<file path="src/rtl/alsu_pkg.sv">
// Shared definitions for the ALSU result transmitter.
// Holds the transmitter FSM state type, entry/frame widths and the entry packing helper.
package alsu_pkg;

  localparam int unsigned RES_W      = 6;
  localparam int unsigned LEDS_W     = 16;
  localparam int unsigned ENTRY_W    = 7;
  localparam int unsigned FRAME_BITS = 10;

  typedef enum logic [2:0] {
    IDLE,
    START,
    DATA,
    PARITY,
    STOP
  } tx_state_t;

  // Entry layout: error flag in the MSB above the raw result bits.
  function automatic logic [ENTRY_W-1:0] make_entry(input logic [RES_W-1:0]  res,
                                                    input logic [LEDS_W-1:0] leds);
    return {|leds, res};
  endfunction

endpackage

</file>
<file path="src/rtl/alsu_res_fifo.sv">
// Synchronous result FIFO.
// Ports:
//   clk, rst  - clock and asynchronous active-low reset
//   push, din - write request and data; accepted when not full, or when full with a pop
//   pop, dout - read request and head-of-queue data (dout valid while not empty)
//   full      - registered, FIFO holds Depth entries
//   empty     - registered, FIFO holds 0 entries
module alsu_res_fifo #(
  parameter int unsigned Depth = 4,
  parameter int unsigned Width = 7
) (
  input  logic             clk,
  input  logic             rst,
  input  logic             push,
  input  logic             pop,
  input  logic [Width-1:0] din,
  output logic [Width-1:0] dout,
  output logic             full,
  output logic             empty
);

  localparam int unsigned PtrW = $clog2(Depth);
  localparam int unsigned CntW = PtrW + 1;
  localparam logic [CntW-1:0] DepthCnt = CntW'(Depth);

  logic [Width-1:0] mem_q [Depth];
  logic [PtrW-1:0]  wptr_q, rptr_q;
  logic [CntW-1:0]  cnt_q, cnt_d;
  logic             full_q, empty_q;
  logic             do_push, do_pop;

  assign do_pop  = pop && !empty_q;
  // A pop on the same edge frees the slot, so a push into a full FIFO still lands.
  assign do_push = push && (!full_q || do_pop);

  always_comb begin
    cnt_d = cnt_q;
    unique case ({do_push, do_pop})
      2'b10:   cnt_d = cnt_q + CntW'(1);
      2'b01:   cnt_d = cnt_q - CntW'(1);
      default: cnt_d = cnt_q;
    endcase
  end

  always_ff @(posedge clk or negedge rst) begin
    if (!rst) begin
      wptr_q  <= '0;
      rptr_q  <= '0;
      cnt_q   <= '0;
      full_q  <= 1'b0;
      empty_q <= 1'b1;
    end else begin
      if (do_push) wptr_q <= wptr_q + PtrW'(1);
      if (do_pop)  rptr_q <= rptr_q + PtrW'(1);
      cnt_q   <= cnt_d;
      full_q  <= (cnt_d == DepthCnt);
      empty_q <= (cnt_d == '0);
    end
  end

  // Storage needs no reset: pointers and count define validity.
  always_ff @(posedge clk) begin
    if (do_push) mem_q[wptr_q] <= din;
  end

  assign dout  = mem_q[rptr_q];
  assign full  = full_q;
  assign empty = empty_q;

endmodule

</file>
<file path="src/rtl/alsu_result_tx.sv">
// ALSU result transmitter: captures {err, result} entries into a FIFO and sends each one
// as a 10-bit UART-style frame (start, 7 data LSB first, even parity, stop).
// Ports:
//   clk, rst   - clock and asynchronous active-low reset
//   capture    - sample res_in/leds_in at this edge (level-sampled)
//   res_in     - ALSU result bit pattern
//   leds_in    - ALSU error LEDs; any set bit marks the entry as an error
//   tx         - registered serial line, idle high
//   busy       - registered, a frame is in flight
//   fifo_full  - registered FIFO full flag
//   fifo_empty - registered FIFO empty flag
//   overflow   - sticky, a capture was dropped
module alsu_result_tx
  import alsu_pkg::*;
#(
  parameter int unsigned CLKS_PER_BIT = 4,
  parameter int unsigned FIFO_DEPTH   = 4
) (
  input  logic              clk,
  input  logic              rst,
  input  logic              capture,
  input  logic [RES_W-1:0]  res_in,
  input  logic [LEDS_W-1:0] leds_in,
  output logic              tx,
  output logic              busy,
  output logic              fifo_full,
  output logic              fifo_empty,
  output logic              overflow
);

  localparam int unsigned CntW = $clog2(CLKS_PER_BIT);
  localparam logic [CntW-1:0] CycLast = CntW'(CLKS_PER_BIT - 1);
  localparam logic [2:0]      BitLast = 3'(ENTRY_W - 1);

  tx_state_t          state_q;
  logic [CntW-1:0]    cyc_q;
  logic [2:0]         bit_q;
  logic [ENTRY_W-1:0] shreg_q;
  logic               parity_q;
  logic               tx_q;
  logic               busy_q;
  logic               overflow_q;

  logic [ENTRY_W-1:0] fifo_dout;
  logic               fifo_full_w, fifo_empty_w;
  logic               pop;
  logic               bit_end;

  assign pop     = (state_q == IDLE) && !fifo_empty_w;
  assign bit_end = (cyc_q == CycLast);

  alsu_res_fifo #(
    .Depth (FIFO_DEPTH),
    .Width (ENTRY_W)
  ) u_fifo (
    .clk   (clk),
    .rst   (rst),
    .push  (capture),
    .pop   (pop),
    .din   (make_entry(res_in, leds_in)),
    .dout  (fifo_dout),
    .full  (fifo_full_w),
    .empty (fifo_empty_w)
  );

  always_ff @(posedge clk or negedge rst) begin
    if (!rst) begin
      state_q  <= IDLE;
      cyc_q    <= '0;
      bit_q    <= '0;
      shreg_q  <= '0;
      parity_q <= 1'b0;
      tx_q     <= 1'b1;
      busy_q   <= 1'b0;
    end else begin
      unique case (state_q)
        IDLE: begin
          if (pop) begin
            state_q  <= START;
            shreg_q  <= fifo_dout;
            parity_q <= ^fifo_dout;
            cyc_q    <= '0;
            bit_q    <= '0;
            tx_q     <= 1'b0;
            busy_q   <= 1'b1;
          end
        end
        START: begin
          if (bit_end) begin
            state_q <= DATA;
            cyc_q   <= '0;
            tx_q    <= shreg_q[0];
          end else begin
            cyc_q <= cyc_q + CntW'(1);
          end
        end
        DATA: begin
          if (bit_end) begin
            cyc_q <= '0;
            if (bit_q == BitLast) begin
              state_q <= PARITY;
              tx_q    <= parity_q;
            end else begin
              bit_q   <= bit_q + 3'd1;
              shreg_q <= shreg_q >> 1;
              // Next bit is what becomes the LSB after this shift.
              tx_q    <= shreg_q[1];
            end
          end else begin
            cyc_q <= cyc_q + CntW'(1);
          end
        end
        PARITY: begin
          if (bit_end) begin
            state_q <= STOP;
            cyc_q   <= '0;
            tx_q    <= 1'b1;
          end else begin
            cyc_q <= cyc_q + CntW'(1);
          end
        end
        STOP: begin
          if (bit_end) begin
            state_q <= IDLE;
            cyc_q   <= '0;
            tx_q    <= 1'b1;
            busy_q  <= 1'b0;
          end else begin
            cyc_q <= cyc_q + CntW'(1);
          end
        end
        default: begin
          state_q <= IDLE;
          tx_q    <= 1'b1;
          busy_q  <= 1'b0;
        end
      endcase
    end
  end

  // A full FIFO only drops the capture when no pop frees a slot on the same edge.
  always_ff @(posedge clk or negedge rst) begin
    if (!rst) begin
      overflow_q <= 1'b0;
    end else if (capture && fifo_full_w && !pop) begin
      overflow_q <= 1'b1;
    end
  end

  assign tx         = tx_q;
  assign busy       = busy_q;
  assign fifo_full  = fifo_full_w;
  assign fifo_empty = fifo_empty_w;
  assign overflow   = overflow_q;

endmodule

</file>
<file path="config.mk">
export PLATFORM = sky130hd
export DESIGN_NAME = alsu_result_tx
export DESIGN_NICKNAME = d
export VERILOG_FILES = /design/src/rtl/alsu_pkg.sv /design/src/rtl/alsu_res_fifo.sv /design/src/rtl/alsu_result_tx.sv
export SDC_FILE = /design/constraint.sdc
export NUM_CORES = 1
export LEC_CHECK = 0
export ABC_AREA = 1
export BUFFER_PORTS_ARGS = -buffer_cell sky130_fd_sc_hd__buf_2
export CAP_MARGIN = 20
export CORE_MARGIN = 10
export CORE_UTILIZATION = 40
export CTS_CLUSTER_SIZE = 30
export DETAILED_ROUTE_END_ITERATION = 10
export PLACE_DENSITY_LB_ADDON = 0.05
export SYNTH_ARGS = -nofsm -noshare
export SYNTH_HDL_FRONTEND = slang
export SYNTH_HIERARCHICAL = 1
export SYNTH_SLANG_ARGS = --single-unit
</file>
<file path="constraint.sdc">
create_clock -name clk -period 4.4 [get_ports clk]
set_input_delay 0.44 -clock clk [delete_from_list [all_inputs] [get_ports clk]]
set_output_delay 0.44 -clock clk [all_outputs]
set_load 0.05 [all_outputs]
</file>
==> flow_summary_export.csv <==
group,metric,value,unit
outcome,status,"finished clean",
synth,synth_edf_count,28,
synth,synth_cells,293,
global_routing,grt_max_degree,29,
global_routing,globalRouteOverflowTotal,0,
synth,yosys.area.top_type,"edfxtp_1",
clocking,ctsResizeCount,0,
sta,hold_violations,0,
synth,netlist_area,0.00276,mm2
sta,grt_setup_unrepaired,"no",
synth,synth_area_leaders,"edfxtp_1 30%, dfrtp_1 24%, nand2_1 10%",
worst_setup_path,rr_worst_depth,13,
worst_setup_path,crit_buf_inv,1,
clocking,clkLatencyLatePin,310,ps
global_routing,grtUsageTotal,10.8,%
synth,yosys-top-cells-count,"76 x nand2_1, 37 x inv_1, 28 x edfxtp_1, 28 x nor2_1, 26 x dfrtp_1",
drt,drt-total-wl,5.22,mm
final_layout,layout-drive-gt1-share,17.6,%
sta,min_period_over_period,54.7,%
sta,whs,135,ps
drt,avgRoutedWirePerCell,12.9,um
worst_setup_path,cp_cell_sequence,"nor2_4, nand2_1, nor2_1, nand2_2, nand2_1, nand2_2, ha_1, inv_1, fa_1, nand2_1, o21ai_1, nand3_1, a21oi_1",
worst_setup_path,worstSetupPathType,"flip-flop to flip-flop",
pwr,power_density,741,mW/mm2
sta,maxSlewHeadroom,53.1,%
synth,async_flop_share,50.0,%
worst_setup_path,path_max_fanout,8,
worst_setup_path,crit_top_cell,"nand2_1",
worst_hold_path,hold_path.class,"input pin to asynchronous set/reset pin",
drt,viasPerCell,4.69,
placed_design,dp.cells,396,
clocking,cts.sinks,56,
clocking,cts_setup_buffers,0,
clocking,cts_tree,"done",
worst_setup_path,cp_top_family,"simple AND/OR/NAND/NOR gates",
synth,synth.top_cell.area_share,30.5,%
sta,min_period,2410,ps
worst_setup_path,cp_data_arrival_time,2620,ps
final_layout,stdcell_count,404,
clocking,clk_pin_slew_worst_paths,110,ps
floorplanning,io_pins,30,
synth,yosys_warnings,6,
synth,syn_avg_cell_area,9.42,um2
synth,synth_seq_area_share,55.9,%
floorplanning,fp.dieH,103,um
placed_design,dpl.hpwl,3.79,mm
global_routing,grt_pass1_wl,8.91,mm
worst_setup_path,crit_path_start_kind,"flip-flop",
drt,drtIter0Drc,52,
floorplanning,core.rowCount,30,
drt,dr.pass1.iters,4,
global_routing,grt_pass1_vias,1932,
synth,ys_types,30,
clocking,cts-buffers-inserted,5,
worst_setup_path,r2r-end,"u_fifo/full",
global_routing,grt_antenna_before_repair,0,
drt,vias,1894,
synth,ys_seq_elements,56,
floorplanning,dieArea,0.0106,mm2
sta,fin_skew,7.02,ps
synth,yosysMostFrequentCell,"nand2_1",
floorplanning,core-area,0.00676,mm2
final_layout,syn2layout_area_growth,10.6,%
pwr,vdd_drop_max,0.000270,V
placed_design,gp_congestion,0.826,
worst_setup_path,worst-r2r-setup-slack,1990,ps
final_layout,fin_nets,357,
drt,drc,0,
synth,syn_nets,327,
clocking,clockBufferDepth,2,
worst_setup_path,slowest_stage,"dfrtp_1",
floorplanning,die_w,103,um
placed_design,pre_cts_ws,1990,ps
clocking,postCtsHoldBufs,0,
job,cap_viol_max_count,0,
synth,synth-main-ff-cell,"edfxtp_1",
placed_design,port-buffer-count,29,
sta,tns,0,ps
floorplanning,initial_core_util,40.9,%
clocking,h-tree-depth,2,
worst_setup_path,crit_path_end_kind,"flip-flop",
worst_setup_path,timing.rr.start,"state_q[0]",
final_layout,diodes,0,
worst_setup_path,crit_required,4610,ps
sta,drv_slew,0,
sta,max_freq,415,MHz
pwr,power_leakage,1.42,nW
sta,setup_slack,1990,ps
clocking,cts_root_buf,"clkbuf_8",
worst_setup_path,slowest_delay,460,ps
drt,ant_nets,0,
sta,max_slew.worst_pin.slew,702,ps
sta,setup-violations-final,0,
through the flow:
stage | total power [mW] | utilization, % | area (um2)
CTS | 2.30 | 45.2 | 3050
detailed placement | 1.99 | 43.7 | 2950
floorplan | 1.78 | - | 2760
global placement | 1.98 | 43.7 | 2950
finish | 2.26 | 45.2 | 3050
global route | 2.52 | 45.2 | 3050
sequential cells by signal, indices dropped and copies added (netlist names):
name / count
parity_q: 1
busy: 1
state_q: 3
tx: 1
u_fifo/cnt_q: 3
u_fifo/full: 1
u_fifo/wptr_q: 2
u_fifo/rptr_q: 2
shreg_q: 7
u_fifo/mem_q: 28
u_fifo/empty: 1
overflow: 1
cyc_q: 2
bit_q: 3
placed cells by master (no fill, tap or decap), drive strengths merged:
| master | instances |
|---|---|
| nand2 | 79 |
| inv | 41 |
| o21ai | 32 |
| nor2 | 30 |
| buf | 29 |
| edfxtp | 28 |
| dfrtp | 26 |
| nand3 | 17 |
| ha | 8 |
| o22ai | 7 |
| clkbuf | 5 |
| nor4 | 4 |
| nand4 | 3 |
| a21oi | 3 |
| xor2 | 3 |
| xnor2 | 2 |
| dfstp | 2 |
| nand3b | 1 |
| nor3 | 1 |
| o211ai | 1 |
| a31o | 1 |
| fa | 1 |
how the worst max path moves through the flow:
stage                   to  cells past startpoint          from  slack [ps]
2_1_floorplan  u_fifo/full                     11  u_fifo/empty        2130
3_3_place_gp   u_fifo/full                     13    state_q[0]        2050
3_5_place_dp   u_fifo/full                     13    state_q[0]        1990
4_1_cts        u_fifo/full                     13    state_q[0]        1960
5_1_grt        u_fifo/full                     13    state_q[0]        1740
6_report       u_fifo/full                     13    state_q[0]        1990
worst register-to-register path, delay by kind of cell, from the launching register on:
kind / cells / cell delay (ps)
and+or+nand+nor: 8 / 990
DFF: 1 / 460
buffers and inverters: 1 / 90
adders and majority gates: 2 / 650
AOI/OAI and AO/OA: 2 / 120
area by class of cell:
cell class | instances | area, um2
flip-flops and latches | 56 | 1540
well taps | 80 | 100
clock buffers | 5 | 68.8
multi-input cells | 193 | 1020
clock inverters | 3 | 28.8
fillers | 680 | 3700
repair buffers | 29 | 145
inverters | 38 | 143
kinds of logic (layout without fill, tap and decap cells):
group	Yosys count	count (layout)	share of synthesized area [%]
AOI/OAI and AO/OA	44	44	9.61
buffers and inverters	44	75	7.03
DFF	56	56	55.9
xor gates and xnor gates	5	5	1.59
adders and majority gates	9	9	4.35
and+or+nand+nor	135	135	21.5
report_power, final:
part           total [mW]  switching, mW  internal, mW
clock network       0.303          0.183         0.121
registers           0.843          0.114         0.729
logic                1.12          0.745         0.371
metal layers:
metal / track usage (%) / wire length [um] / vias to the layer above
li1: - / - / 1022
met1: 13.6 / 2610 / 840
met2: 17.2 / 2380 / 27
met3: 2.75 / 170 / 5
met4: 4.39 / 55 / 0
met5: 0 / 0 / -
No activity file was read; power rests on OpenSTA's default activity.
